[config.mk]
export PLATFORM = sky130hd
export DESIGN_NAME = shot_sequencer
export DESIGN_NICKNAME = d
export VERILOG_FILES = /design/src/rtl/shot_pkg.sv /design/src/rtl/shot_trajectory.sv /design/src/rtl/shot_sequencer.sv
export SDC_FILE = /design/constraint.sdc
export NUM_CORES = 1
export LEC_CHECK = 0
export ABC_AREA = 1
export CORE_MARGIN = 2
export CORE_UTILIZATION = 49
export CTS_CLUSTER_DIAMETER = 100
export DETAILED_ROUTE_END_ITERATION = 12
export GPL_ROUTABILITY_DRIVEN = 0
export PLACE_DENSITY = 0.71
export SLEW_MARGIN = 20
export SYNTH_ARGS = -nofsm -noshare
export SYNTH_HDL_FRONTEND = slang
export SYNTH_SLANG_ARGS = --single-unit
[constraint.sdc]
create_clock -name frame_clk -period 2.6 [get_ports frame_clk]
set_input_delay 0.26 -clock frame_clk [delete_from_list [all_inputs] [get_ports frame_clk]]
set_output_delay 0.26 -clock frame_clk [all_outputs]
set_load 0.01 [all_outputs]
[src/rtl/shot_pkg.sv]
// Shared types and constants for the turn-based shot sequencer.
package shot_pkg;

    typedef enum logic [2:0] {
        AIM,
        LAUNCH,
        FLIGHT,
        RESOLVE_HIT,
        RESOLVE_MISS,
        OVER
    } state_t;

    localparam logic [7:0] KEY_W     = 8'h1A;
    localparam logic [7:0] KEY_S     = 8'h16;
    localparam logic [7:0] KEY_SPACE = 8'h2C;

    localparam int SCREEN_W = 640;
    localparam int SCREEN_H = 480;
    localparam int N_ANGLES = 9;

    localparam logic [3:0] IDX_RESET = 4'd4;

    typedef struct packed {
        logic signed [3:0] dx;
        logic signed [3:0] dy;
    } vel_t;

    // Per-frame velocity for the left player; the right player negates dx.
    function automatic vel_t vel_lut(input logic [3:0] idx);
        vel_t v;
        case (idx)
            4'd0:    begin v.dx = 4'sd0; v.dy = -4'sd4; end
            4'd1:    begin v.dx = 4'sd2; v.dy = -4'sd3; end
            4'd2:    begin v.dx = 4'sd3; v.dy = -4'sd3; end
            4'd3:    begin v.dx = 4'sd3; v.dy = -4'sd2; end
            4'd4:    begin v.dx = 4'sd4; v.dy =  4'sd0; end
            4'd5:    begin v.dx = 4'sd3; v.dy =  4'sd2; end
            4'd6:    begin v.dx = 4'sd3; v.dy =  4'sd3; end
            4'd7:    begin v.dx = 4'sd2; v.dy =  4'sd3; end
            4'd8:    begin v.dx = 4'sd0; v.dy =  4'sd4; end
            default: begin v.dx = 4'sd4; v.dy =  4'sd0; end
        endcase
        return v;
    endfunction

endpackage

[src/rtl/shot_trajectory.sv]
// Projectile datapath: position, velocity and flight counter, plus the
// next-position compares that tell the sequencer about a hit, an exit
// from the screen or a flight timeout.
// Optional macro GRAVITY_EN: dy grows by one every 8th flight cycle (max +7).
module shot_trajectory
    import shot_pkg::*;
#(
    parameter int MUZZLE_L_X = 93,
    parameter int MUZZLE_L_Y = 67,
    parameter int MUZZLE_R_X = 550,
    parameter int MUZZLE_R_Y = 437,
    parameter int TGT_L_X0   = 0,
    parameter int TGT_L_X1   = 49,
    parameter int TGT_L_Y0   = 0,
    parameter int TGT_L_Y1   = 99,
    parameter int TGT_R_X0   = 590,
    parameter int TGT_R_X1   = 639,
    parameter int TGT_R_Y0   = 380,
    parameter int TGT_R_Y1   = 479,
    parameter int MAX_FLIGHT = 255
) (
    input  logic       frame_clk,
    input  logic       Reset_n,
    input  logic       load,
    input  logic       step,
    input  logic       launch_player,
    input  logic [3:0] launch_idx,
    output logic [9:0] pos_x,
    output logic [9:0] pos_y,
    output logic       owner,
    output logic       hit,
    output logic       miss
);

    localparam logic signed [10:0] L_X0  = 11'(TGT_L_X0);
    localparam logic signed [10:0] L_X1  = 11'(TGT_L_X1);
    localparam logic signed [10:0] L_Y0  = 11'(TGT_L_Y0);
    localparam logic signed [10:0] L_Y1  = 11'(TGT_L_Y1);
    localparam logic signed [10:0] R_X0  = 11'(TGT_R_X0);
    localparam logic signed [10:0] R_X1  = 11'(TGT_R_X1);
    localparam logic signed [10:0] R_Y0  = 11'(TGT_R_Y0);
    localparam logic signed [10:0] R_Y1  = 11'(TGT_R_Y1);
    localparam logic signed [10:0] SCR_W = 11'(SCREEN_W);
    localparam logic signed [10:0] SCR_H = 11'(SCREEN_H);

    logic signed [3:0]  vel_x;
    logic signed [3:0]  vel_y;
    logic [7:0]         counter;
    logic signed [10:0] next_x;
    logic signed [10:0] next_y;
    logic               in_left_box;
    logic               in_right_box;
    logic               in_opp_box;
    logic               off_screen;
    logic               timed_out;
    vel_t               lut_v;

    assign lut_v = vel_lut(launch_idx);

    assign next_x = $signed({1'b0, pos_x}) + $signed({{7{vel_x[3]}}, vel_x});
    assign next_y = $signed({1'b0, pos_y}) + $signed({{7{vel_y[3]}}, vel_y});

    assign in_left_box  = (next_x >= L_X0) && (next_x <= L_X1) &&
                          (next_y >= L_Y0) && (next_y <= L_Y1);
    assign in_right_box = (next_x >= R_X0) && (next_x <= R_X1) &&
                          (next_y >= R_Y0) && (next_y <= R_Y1);
    assign in_opp_box   = owner ? in_left_box : in_right_box;

    assign off_screen = (next_x < 11'sd0) || (next_x >= SCR_W) ||
                        (next_y < 11'sd0) || (next_y >= SCR_H);
    assign timed_out  = ({1'b0, counter} + 9'd1) == 9'(MAX_FLIGHT);

    assign hit  = step && in_opp_box;
    assign miss = step && !in_opp_box && (off_screen || timed_out);

    // Load the muzzle on launch, then advance one velocity step per flight frame.
    always_ff @(posedge frame_clk or negedge Reset_n) begin
        if (!Reset_n) begin
            pos_x   <= '0;
            pos_y   <= '0;
            vel_x   <= '0;
            vel_y   <= '0;
            counter <= '0;
            owner   <= 1'b0;
        end else if (load) begin
            pos_x   <= launch_player ? 10'(MUZZLE_R_X) : 10'(MUZZLE_L_X);
            pos_y   <= launch_player ? 10'(MUZZLE_R_Y) : 10'(MUZZLE_L_Y);
            vel_x   <= launch_player ? -lut_v.dx : lut_v.dx;
            vel_y   <= lut_v.dy;
            counter <= '0;
            owner   <= launch_player;
        end else if (step) begin
            counter <= counter + 8'd1;
            if (!miss) begin
                pos_x <= next_x[9:0];
                pos_y <= next_y[9:0];
            end
`ifdef GRAVITY_EN
            if ((counter[2:0] == 3'd7) && (vel_y != 4'sd7)) begin
                vel_y <= vel_y + 4'sd1;
            end
`endif
        end
    end

endmodule

[src/rtl/shot_sequencer.sv]
// Turn-based fire controller: aiming, fire-edge detection, shot lifecycle,
// scoring and turn hand-over for the two-turret artillery game.
// Optional macro GRAVITY_EN (handled in shot_trajectory) bends shots into an arc.
module shot_sequencer #(
    parameter int MUZZLE_L_X = 93,
    parameter int MUZZLE_L_Y = 67,
    parameter int MUZZLE_R_X = 550,
    parameter int MUZZLE_R_Y = 437,
    parameter int TGT_L_X0   = 0,
    parameter int TGT_L_X1   = 49,
    parameter int TGT_L_Y0   = 0,
    parameter int TGT_L_Y1   = 99,
    parameter int TGT_R_X0   = 590,
    parameter int TGT_R_X1   = 639,
    parameter int TGT_R_Y0   = 380,
    parameter int TGT_R_Y1   = 479,
    parameter int MAX_FLIGHT = 255,
    parameter int WIN_SCORE  = 5
) (
    input  logic       frame_clk,
    input  logic       Reset_n,
    input  logic [7:0] keycode,
    output logic [3:0] turret_l_idx,
    output logic [3:0] turret_r_idx,
    output logic       active_player,
    output logic       proj_valid,
    output logic [9:0] proj_x,
    output logic [9:0] proj_y,
    output logic       proj_owner,
    output logic       hit_pulse,
    output logic       miss_pulse,
    output logic [3:0] score_l,
    output logic [3:0] score_r,
    output logic       game_over
);

    import shot_pkg::*;

    state_t     state;
    state_t     next_state;
    logic [7:0] prev_key;
    logic       fire_edge;
    logic       launch;
    logic       step;
    logic       traj_hit;
    logic       traj_miss;
    logic [3:0] aim_idx;
    logic [3:0] owner_score;
    logic [3:0] new_score;
    logic       win;

    // One aim step per held frame, clamped to the angle table.
    function automatic logic [3:0] step_idx(input logic [3:0] idx, input logic [7:0] key);
        logic [3:0] r;
        r = idx;
        if (key == KEY_W && idx != 4'd0) begin
            r = idx - 4'd1;
        end else if (key == KEY_S && idx != 4'(N_ANGLES - 1)) begin
            r = idx + 4'd1;
        end
        return r;
    endfunction

    assign fire_edge   = (keycode == KEY_SPACE) && (prev_key != KEY_SPACE);
    assign aim_idx     = active_player ? turret_r_idx : turret_l_idx;
    assign owner_score = proj_owner ? score_r : score_l;
    assign new_score   = (owner_score == 4'd15) ? 4'd15 : owner_score + 4'd1;
    assign win         = (new_score == 4'(WIN_SCORE));

    shot_trajectory #(
        .MUZZLE_L_X (MUZZLE_L_X),
        .MUZZLE_L_Y (MUZZLE_L_Y),
        .MUZZLE_R_X (MUZZLE_R_X),
        .MUZZLE_R_Y (MUZZLE_R_Y),
        .TGT_L_X0   (TGT_L_X0),
        .TGT_L_X1   (TGT_L_X1),
        .TGT_L_Y0   (TGT_L_Y0),
        .TGT_L_Y1   (TGT_L_Y1),
        .TGT_R_X0   (TGT_R_X0),
        .TGT_R_X1   (TGT_R_X1),
        .TGT_R_Y0   (TGT_R_Y0),
        .TGT_R_Y1   (TGT_R_Y1),
        .MAX_FLIGHT (MAX_FLIGHT)
    ) u_trajectory (
        .frame_clk     (frame_clk),
        .Reset_n       (Reset_n),
        .load          (launch),
        .step          (step),
        .launch_player (active_player),
        .launch_idx    (aim_idx),
        .pos_x         (proj_x),
        .pos_y         (proj_y),
        .owner         (proj_owner),
        .hit           (traj_hit),
        .miss          (traj_miss)
    );

    // State register for the shot lifecycle.
    always_ff @(posedge frame_clk or negedge Reset_n) begin
        if (!Reset_n) begin
            state <= AIM;
        end else begin
            state <= next_state;
        end
    end

    // Next-state decode plus the per-state strobes and shot-result pulses.
    always_comb begin
        next_state = state;
        launch     = 1'b0;
        step       = 1'b0;
        proj_valid = 1'b0;
        hit_pulse  = 1'b0;
        miss_pulse = 1'b0;
        case (state)
            AIM: begin
                if (fire_edge) begin
                    next_state = LAUNCH;
                end
            end
            LAUNCH: begin
                launch     = 1'b1;
                next_state = FLIGHT;
            end
            FLIGHT: begin
                step       = 1'b1;
                proj_valid = 1'b1;
                if (traj_hit) begin
                    next_state = RESOLVE_HIT;
                end else if (traj_miss) begin
                    next_state = RESOLVE_MISS;
                end
            end
            RESOLVE_HIT: begin
                hit_pulse  = 1'b1;
                next_state = win ? OVER : AIM;
            end
            RESOLVE_MISS: begin
                miss_pulse = 1'b1;
                next_state = AIM;
            end
            OVER: begin
                next_state = OVER;
            end
            default: begin
                next_state = AIM;
            end
        endcase
    end

    // Aim, scoring and turn hand-over; the key history runs every frame so a held space never re-fires.
    always_ff @(posedge frame_clk or negedge Reset_n) begin
        if (!Reset_n) begin
            prev_key      <= 8'h00;
            turret_l_idx  <= IDX_RESET;
            turret_r_idx  <= IDX_RESET;
            active_player <= 1'b0;
            score_l       <= 4'd0;
            score_r       <= 4'd0;
            game_over     <= 1'b0;
        end else begin
            prev_key <= keycode;
            case (state)
                AIM: begin
                    if (!fire_edge) begin
                        if (active_player) begin
                            turret_r_idx <= step_idx(turret_r_idx, keycode);
                        end else begin
                            turret_l_idx <= step_idx(turret_l_idx, keycode);
                        end
                    end
                end
                RESOLVE_HIT: begin
                    if (proj_owner) begin
                        score_r <= new_score;
                    end else begin
                        score_l <= new_score;
                    end
                    if (win) begin
                        game_over <= 1'b1;
                    end else begin
                        active_player <= ~active_player;
                    end
                end
                RESOLVE_MISS: begin
                    active_player <= ~active_player;
                end
                default: begin
                end
            endcase
        end
    end

endmodule

# Yosys cells after proc, flatten, opt, wreduce, memory -nomap -nowiden

Memory sizes are Yosys's and may differ from the RTL's.
Index checks and enable logic that the tools add are counted.

Register bits after elaboration: 66
Latch bits: 0
Bits in writable memories: 0
Bits in read-only memories: 112
Input bits: 10
Logic and storage cells: 122
Memories: 1

Memory list:

| memory          | depth | bits a word | read ports | clocked after Yosys merged registers in | write ports | line           | text |
|---|---|---|---|---|---|---|---|
| (no name shown) | 16    | 7           | 1          | 0                                       | 0           | shot_pkg.sv:31 | `case (idx)` |

$add $sub $neg: 10
$mul: 0
Div/mod/pow operators: 0
Magnitude comparators: 12
Eq/ne operators: 18
Shifts and indexed selects: 0
Muxes and demuxes: 30
Bitwise gates (word level): 3
Reductions and logical operators: 34

Operators by type and width:

| kind                   | count |
|---|---|
| $mux W10               | 7 |
| $mux W4                | 8 |
| $add A11 B4 Y11        | 2 |
| $ge A11 B1 Y1 const B  | 2 |
| $ge A11 B10 Y1 const B | 2 |
| $ge A11 B11 Y1 const B | 2 |
| $lt A11 B1 Y1 const B  | 2 |
| $eq A8 B5 Y1 const B   | 2 |
| $mux W8                | 2 |
| $pmux W3 S5            | 1 |
| $logic_and A1 B1 Y1    | 14 |
| $add A4 B1 Y4 const B  | 3 |
| $mux W3                | 4 |
| $reduce_and A2 Y1      | 6 |
| $le A11 B10 Y1 const B | 1 |
| $le A11 B11 Y1 const B | 1 |
| $le A11 B7 Y1 const B  | 1 |
| $le A11 B8 Y1 const B  | 1 |
| $add A8 B1 Y9 const B  | 1 |
| $eq A9 B8 Y1 const B   | 1 |
| $mux W9                | 1 |
| $add A8 B1 Y8 const B  | 1 |
| $eq A8 B6 Y1 const B   | 1 |
| $ne A4 B4 Y1 const B   | 2 |
| other kinds (19)       | 39 |

# Logic depth before layout (Yosys ltp)

Depth in word-level cells: 12
Mapped depth: 20

# By module

Synthesis repeated with hierarchy kept, for this count alone.

Cell total of the unflattened synthesis: 723
Area total of the unflattened synthesis: 5205.0 µm²

By module, submodules not included:

| module          | instances | cells each | area an instance (µm²) | seq. area each (µm²) |
|---|---|---|---|---|
| shot_trajectory | 1         | 502        | 3439.5                 | 925.9 |
| shot_sequencer  | 1         | 221        | 1765.4                 | 728.2 |

# Worst setup path after synthesis

OpenSTA, ideal clock, no wires.

Path type: register -> register
From: register u_trajectory.pos_x[0]
To: register u_trajectory.pos_y[1]
Setup time: 0.117 ns
Arrival time: 2.254 ns
Required time: 2.483 ns
Slack: 0.229 ns
Stages on the path, launching flop included: 21
Buffers on the path: 1
Period minus slack after synthesis: 2.371 ns
Cell sequence: dfrtp_1 -> ha_1 -> inv_1 -> fa_1 -> inv_1 -> nand2_1 -> nand2_1 -> nand3_1 -> nand2_1 -> nand2_1 -> nand2_1 -> nand2_1 -> nor2_1 -> nand3_1 -> nor2_1 -> nand2_2 -> nand3_2 -> nand2_1 -> buf_2 -> nand2_1 -> nand2_1

Longest elaborated chain between the ends: 11

Ends and longest elaborated chain:

| what                                                | line                                         | text |
|---|---|---|
| from (decl)                                         | shot_trajectory.sv:28                        | `output logic [9:0] pos_x,` |
| from (signal assigned)                              | shot_trajectory.sv:86                        | `pos_x <= launch_player ? 10'(MUZZLE_R_X) : 10'(MUZZLE_L_X);` |
| from (signal assigned)                              | shot_trajectory.sv:95                        | `pos_x <= next_x[9:0];` |
| $add A11 B4 Y11 *                                   | shot_trajectory.sv:60                        | `assign next_x = $signed({1'b0, pos_x}) + $signed({{7{vel_x[3]}}, vel_x});` |
| $ge A11 B11 Y1 (tied with other cells)              | shot_trajectory.sv:65                        | `assign in_right_box = (next_x >= R_X0) && (next_x <= R_X1) &&` |
| $logic_and A1 B1 Y1 (on tied branches) (2 in a row) | shot_trajectory.sv:65, shot_trajectory.sv:63 |  |
| $logic_and A1 B1 Y1 (on tied branches)              | shot_trajectory.sv:66, shot_trajectory.sv:64 |  |
| $mux W1                                             | shot_trajectory.sv:67                        | `assign in_opp_box = owner ? in_left_box : in_right_box;` |
| $logic_not A1 Y1                                    | shot_trajectory.sv:74                        | `assign miss = step && !in_opp_box && (off_screen \|\| timed_out);` |
| $logic_and A1 B1 Y1                                 | shot_trajectory.sv:74                        |  |
| $logic_and A1 B1 Y1 *                               | shot_trajectory.sv:74                        |  |
| $ne A2 B2 Y1 (no line) *                            | n/a                                          |  |
| $reduce_and A2 Y1 (no line) *                       | n/a                                          |  |
| to (signal assigned)                                | shot_trajectory.sv:87                        | `pos_y <= launch_player ? 10'(MUZZLE_R_Y) : 10'(MUZZLE_L_Y);` |
| to (signal assigned)                                | shot_trajectory.sv:96                        | `pos_y <= next_y[9:0];` |
| to (decl)                                           | shot_trajectory.sv:29                        | `output logic [9:0] pos_y,` |

Mark *: on every way between the ends. The rest lies on a longest branch, timed or not.
A chain may end at the register's enable or synchronous reset.

# Worst setup path in the final report

From: register u_trajectory.pos_y[0]
To: register u_trajectory.pos_y[9]

Longest elaborated chain between the ends: 10

Ends and longest elaborated chain:

| what                                            | line                                         | text |
|---|---|---|
| $add A11 B4 Y11 *                               | shot_trajectory.sv:61                        | `assign next_y = $signed({1'b0, pos_y}) + $signed({{7{vel_y[3]}}, vel_y});` |
| $ge A11 B10 Y1 or $ge A11 B1 Y1 (tied branches) | shot_trajectory.sv:66, shot_trajectory.sv:64 |  |
| $logic_and A1 B1 Y1 (on tied branches)          | shot_trajectory.sv:65, shot_trajectory.sv:63 |  |
| $logic_and A1 B1 Y1 (on tied branches)          | shot_trajectory.sv:66, shot_trajectory.sv:64 |  |
| $mux W1                                         | shot_trajectory.sv:67                        |  |
| $logic_not A1 Y1                                | shot_trajectory.sv:74                        |  |
| $logic_and A1 B1 Y1 (2 in a row)                | shot_trajectory.sv:74                        |  |
| $ne A2 B2 Y1 (no line)                          | n/a                                          |  |
| $reduce_and A2 Y1 (no line)                     | n/a                                          |  |

Mark *: on every way between the ends. The rest lies on a longest branch, timed or not. The select of a mux whose other input is x is not followed.

==> impl_metrics.csv <==
group,metric,value,unit
power,power.sequential.fraction,21.0,%
detailed_routing,remaining_drc_errors,0,
critical_path,worst_path_most_repeated_cell,"sky130_fd_sc_hd__nor2_2",
grt,number_of_global_route_vias_before_repair,4488,
power,irDropWorstVdd,0.000636,V
synth,number_of_enable_flip_flop_cells_after_synthesis,0,
sta,least_margin_pin_slew,865,ps
synth,synth_seq_area_share,34.1,%
critical_path,worstReg2RegStart,"u_trajectory.pos_y[0]$_DFFE_PN0P_",
clocking,cts-htree-levels,3,
synth,synth.net_count,742,
detailed_routing,drt-total-wl,12400,microns
synth,ys_ff_latch,66,
sta,final_min_period_over_clock_period,98.2,%
grt,grt_overflow,0,
placement,detailedPlacementHpwl,8900,microns
clocking,clk_pin_slew_worst_paths,80,ps
detailed_routing,antenna_left,0,
sta,layout_min_cycle_time,2550,ps
critical_path,cp_top_family,"simple AND/OR/NAND/NOR gates",
clocking,tritoncts_clock_tree,"built",
critical_path,r2r_end,"u_trajectory.pos_y[9]$_DFFE_PN0P_",
sta,final.setup_skew,12.6,ps
grt,initial_antenna_violation_count,0,
run_status,run_status,"completed",
synth,portion_of_netlist_area_occupied_by_mux_cells,0.697,%
floorplanning,design.die.area,10700,sq um
detailed_routing,detailed_route_via_count,4750,
clocking,cts.sinks,66,
finish,fillCellCount,867,
critical_path,worst_setup_path_class,"flip-flop to flip-flop",
synth,synth-xor-area-share,2.71,%
sta,finalSetupViolations,0,
sta,hold-worst-slack,88.0,ps
synth,yosys-top-cells-count,"sky130_fd_sc_hd__nand2_1 (233), sky130_fd_sc_hd__inv_1 (100), sky130_fd_sc_hd__nand3_1 (65), sky130_fd_sc_hd__dfrtp_1 (64), sky130_fd_sc_hd__nor2_1 (57)",
power,power.internal,4.10,mW
synth,synth-main-ff-cell,"sky130_fd_sc_hd__dfrtp_1",
floorplanning,die-height,103,microns
finish,area_delta_synth_final,26.6,%
critical_path,cp.arrival,2850,ps
synth,synth_async_sr_flop_share,100,%
sta,final-max-slew-violation-count,0,
synth,synth_area_per_cell,6.94,sq um
synth,postSynthCellCount,698,
critical_path,startpoint_type,"flip-flop",
synth,synth-simple-area-share,36.1,%
power,power.combinational.fraction,66.3,%
floorplanning,boundaryPins,52,
power,power_switching_share,49.0,%
synth,netlist-cell-type-count,38,
critical_path,critical_path.max_fanout,7,
sta,final_hold_fails,0,
clocking,postCtsHoldBufs,0,
synth,synth_top_area_share,33.0,%
synth,ys_warn_count,0,
clocking,worstSkewPairLatency,360,ps
detailed_routing,pre_repair_dr_iteration_count,5,
synth,synth_top_cells_by_area,"sky130_fd_sc_hd__dfrtp_1 (33%), sky130_fd_sc_hd__nand2_1 (18%), sky130_fd_sc_hd__ha_1 (7.7%)",
placement,post-place-cells,883,
run,drv_cap,0,
critical_path,worst_ep_required_time,2890,ps
synth,post-synth-top-count-cell,"sky130_fd_sc_hd__nand2_1",
critical_path,ff2ff_path_depth,17,
power,switching_power,3.93,mW
grt,grt_util_all_layers,23.9,%
clocking,cts_root_buffer,"sky130_fd_sc_hd__clkbuf_8",
power,leakage_power_summed_over_all_cells,3.14,nW
synth,synthAdderAreaFrac,9.40,%
synth,post_synth_instance_area,4850,sq um
placement,place_worst_setup_slack,-14.7,ps
power,share_clk_of_total_power,12.7,%
sta,grt_setup_unrepaired,"yes",
worst_hold_path,hold_path.class,"input pin to asynchronous set/reset pin",
critical_path,cell_breakdown_of_the_critical_path,"ha_4 > fa_2 > buf_4 > nand2_2 > nand3_2 > nand2_1 > nand2_2 > nor2_2 > nand3_1 > nand2_1 > nor2_2 > nor2_2 > nand3_4 > nand2_4 > buf_6 > inv_2 > nor2_1",
finish,drive_above_1_share,16.3,%
critical_path,worstSetupPathDepth,17,
synth,synth_top_family_by_area,"simple AND/OR/NAND/NOR gates",
clocking,cts_max_path_buffers,2,
finish,design.final.nets,818,
sta,layout_setup_ws,46.4,ps
sta,slew_headroom,42.3,%
floorplanning,initial_utilization,50.1,%
critical_path,critical-path-max-stage-delay,430,ps
floorplanning,placeableCoreArea,9680,sq um
critical_path,worstPathBufferInverterCount,3,
grt,grt_start_max_net_pins,67,
finish,insertedDiodeCount,0,
finish,finish.cell_count_without_fillers,912,
detailed_routing,post_drt_wl_per_cell,13.6,microns
finish,utilization,63.4,%
grt,global_route_wire_length_before_repair,20100,microns
placement,numPortBuffers,51,
critical_path,worst_path_max_delay_cell,"sky130_fd_sc_hd__dfrtp_1",
critical_path,crit_path_end_kind,"flip-flop",
clocking,cts_inserted_buffers,9,
floorplanning,die_width,103,microns
sta,total_neg_setup_slack,0,ps
floorplanning,num_rows,36,
power,pwr_density_cell,1310,nW/um^2
synth,synth_largest_area_cell,"sky130_fd_sc_hd__dfrtp_1",
synth,synth_compound_area_share,7.28,%
detailed_routing,route.detailed.vias_per_inst,5.21,
sta,maxClockFrequency,0.392,GHz
critical_path,reg2reg_setup_slack,50,ps
detailed_routing,number_of_drc_markers_after_the_initial_detailed_route_iteration,197,
[cell families (layout without fill, tap and decap cells)]
group / after synthesis / count (layout)
AOI/OAI and AO/OA: 65 / 65
xor gates and xnor gates: 15 / 15
adders and majority gates: 34 / 34
buffers and inverters: 113 / 194
DFF: 66 / 66
muxes: 3 / 3
and+or+nand+nor: 402 / 402
[power groups by stage]
stage	logic (mW)	registers [mW]	clock network [mW]
3_3_place_gp	4.50	1.67	0
3_5_place_dp	4.59	1.67	0
6_report	5.32	1.69	1.02
4_1_cts	4.63	1.66	1.04
5_1_grt	5.96	1.73	1.08
2_1_floorplan	3.34	1.66	0
[stage by stage]
stage / total power, mW / instance area [sq um]
3_5_place_dp: 6.26 / 5520
3_3_place_gp: 6.17 / 5520
2_1_floorplan: 4.99 / 4850
5_1_grt: 8.77 / 6140
6_report: 8.03 / 6140
4_1_cts: 7.33 / 5760
[state kept, by name, summed over array words and instances (netlist names), 3 cells and up]
signal                cells
turret_l_idx              4
prev_key                  8
u_trajectory.vel_x        4
u_trajectory.pos_y       10
state                     3
turret_r_idx              4
u_trajectory.vel_y        4
score_r                   4
u_trajectory.counter      8
u_trajectory.pos_x       10
score_l                   4
[per-layer routing]
metal | vias up | track usage, % | share of wire [%]
met4 | 0 | 9.21 | 1.9
li1 | 2382 | - | -
met5 | - | 0 | 0
met3 | 23 | 2.96 | 4.6
met2 | 130 | 39.9 | 48
met1 | 2215 | 31.7 | 45
[worst max-delay path by stage]
stage	startpoint	end	slack [ps]
2_1_floorplan	u_trajectory.pos_x[0]$_DFFE_PN0P_	u_trajectory.pos_y[1]$_DFFE_PN0P_	230
3_3_place_gp	u_trajectory.pos_y[0]$_DFFE_PN0P_	u_trajectory.pos_x[6]$_DFFE_PN0P_	50
3_5_place_dp	u_trajectory.pos_x[0]$_DFFE_PN0P_	u_trajectory.pos_y[4]$_DFFE_PN0P_	-10
4_1_cts	u_trajectory.pos_y[0]$_DFFE_PN0P_	u_trajectory.pos_x[2]$_DFFE_PN0P_	5
5_1_grt	u_trajectory.vel_x[0]$_DFFE_PN0P_	u_trajectory.pos_y[2]$_DFFE_PN0P_	-110
6_report	u_trajectory.pos_y[0]$_DFFE_PN0P_	u_trajectory.pos_y[9]$_DFFE_PN0P_	50
[cell type report]
| type | instances | area [sq um] | area share [%] |
|---|---|---|---|
| clock inverter | 4 | 73.8 | 1.20 |
| inverter | 102 | 383 | 6.24 |
| multi-input combinational | 519 | 2970 | 48.4 |
| clock buffer | 12 | 155 | 2.53 |
| tap | 133 | 166 | 2.71 |
| timing repair buffer | 76 | 733 | 11.9 |
| sequential | 66 | 1660 | 27.0 |
[cells in the final DEF, fill, tap and decap left out, types with 14 or more instances in the layout]
cell type,instances
sky130_fd_sc_hd__nand2_1,210
sky130_fd_sc_hd__inv_1,98
sky130_fd_sc_hd__nand3_1,62
sky130_fd_sc_hd__dfrtp_1,62
sky130_fd_sc_hd__nor2_1,54
sky130_fd_sc_hd__clkdlybuf4s50_1,50
sky130_fd_sc_hd__o21ai_0,35
sky130_fd_sc_hd__nand2_2,30
sky130_fd_sc_hd__buf_4,18
sky130_fd_sc_hd__ha_1,15
sky130_fd_sc_hd__xor2_1,14
[repair_timing]
action / CTS / global route
resized for setup: 2 / 68
setup buffers: 1 / 11
setup endpoints to repair: 13 / 23
gates cloned: 0 / 1
pin swaps: 0 / 13
(Power assumes the default switching activity.)
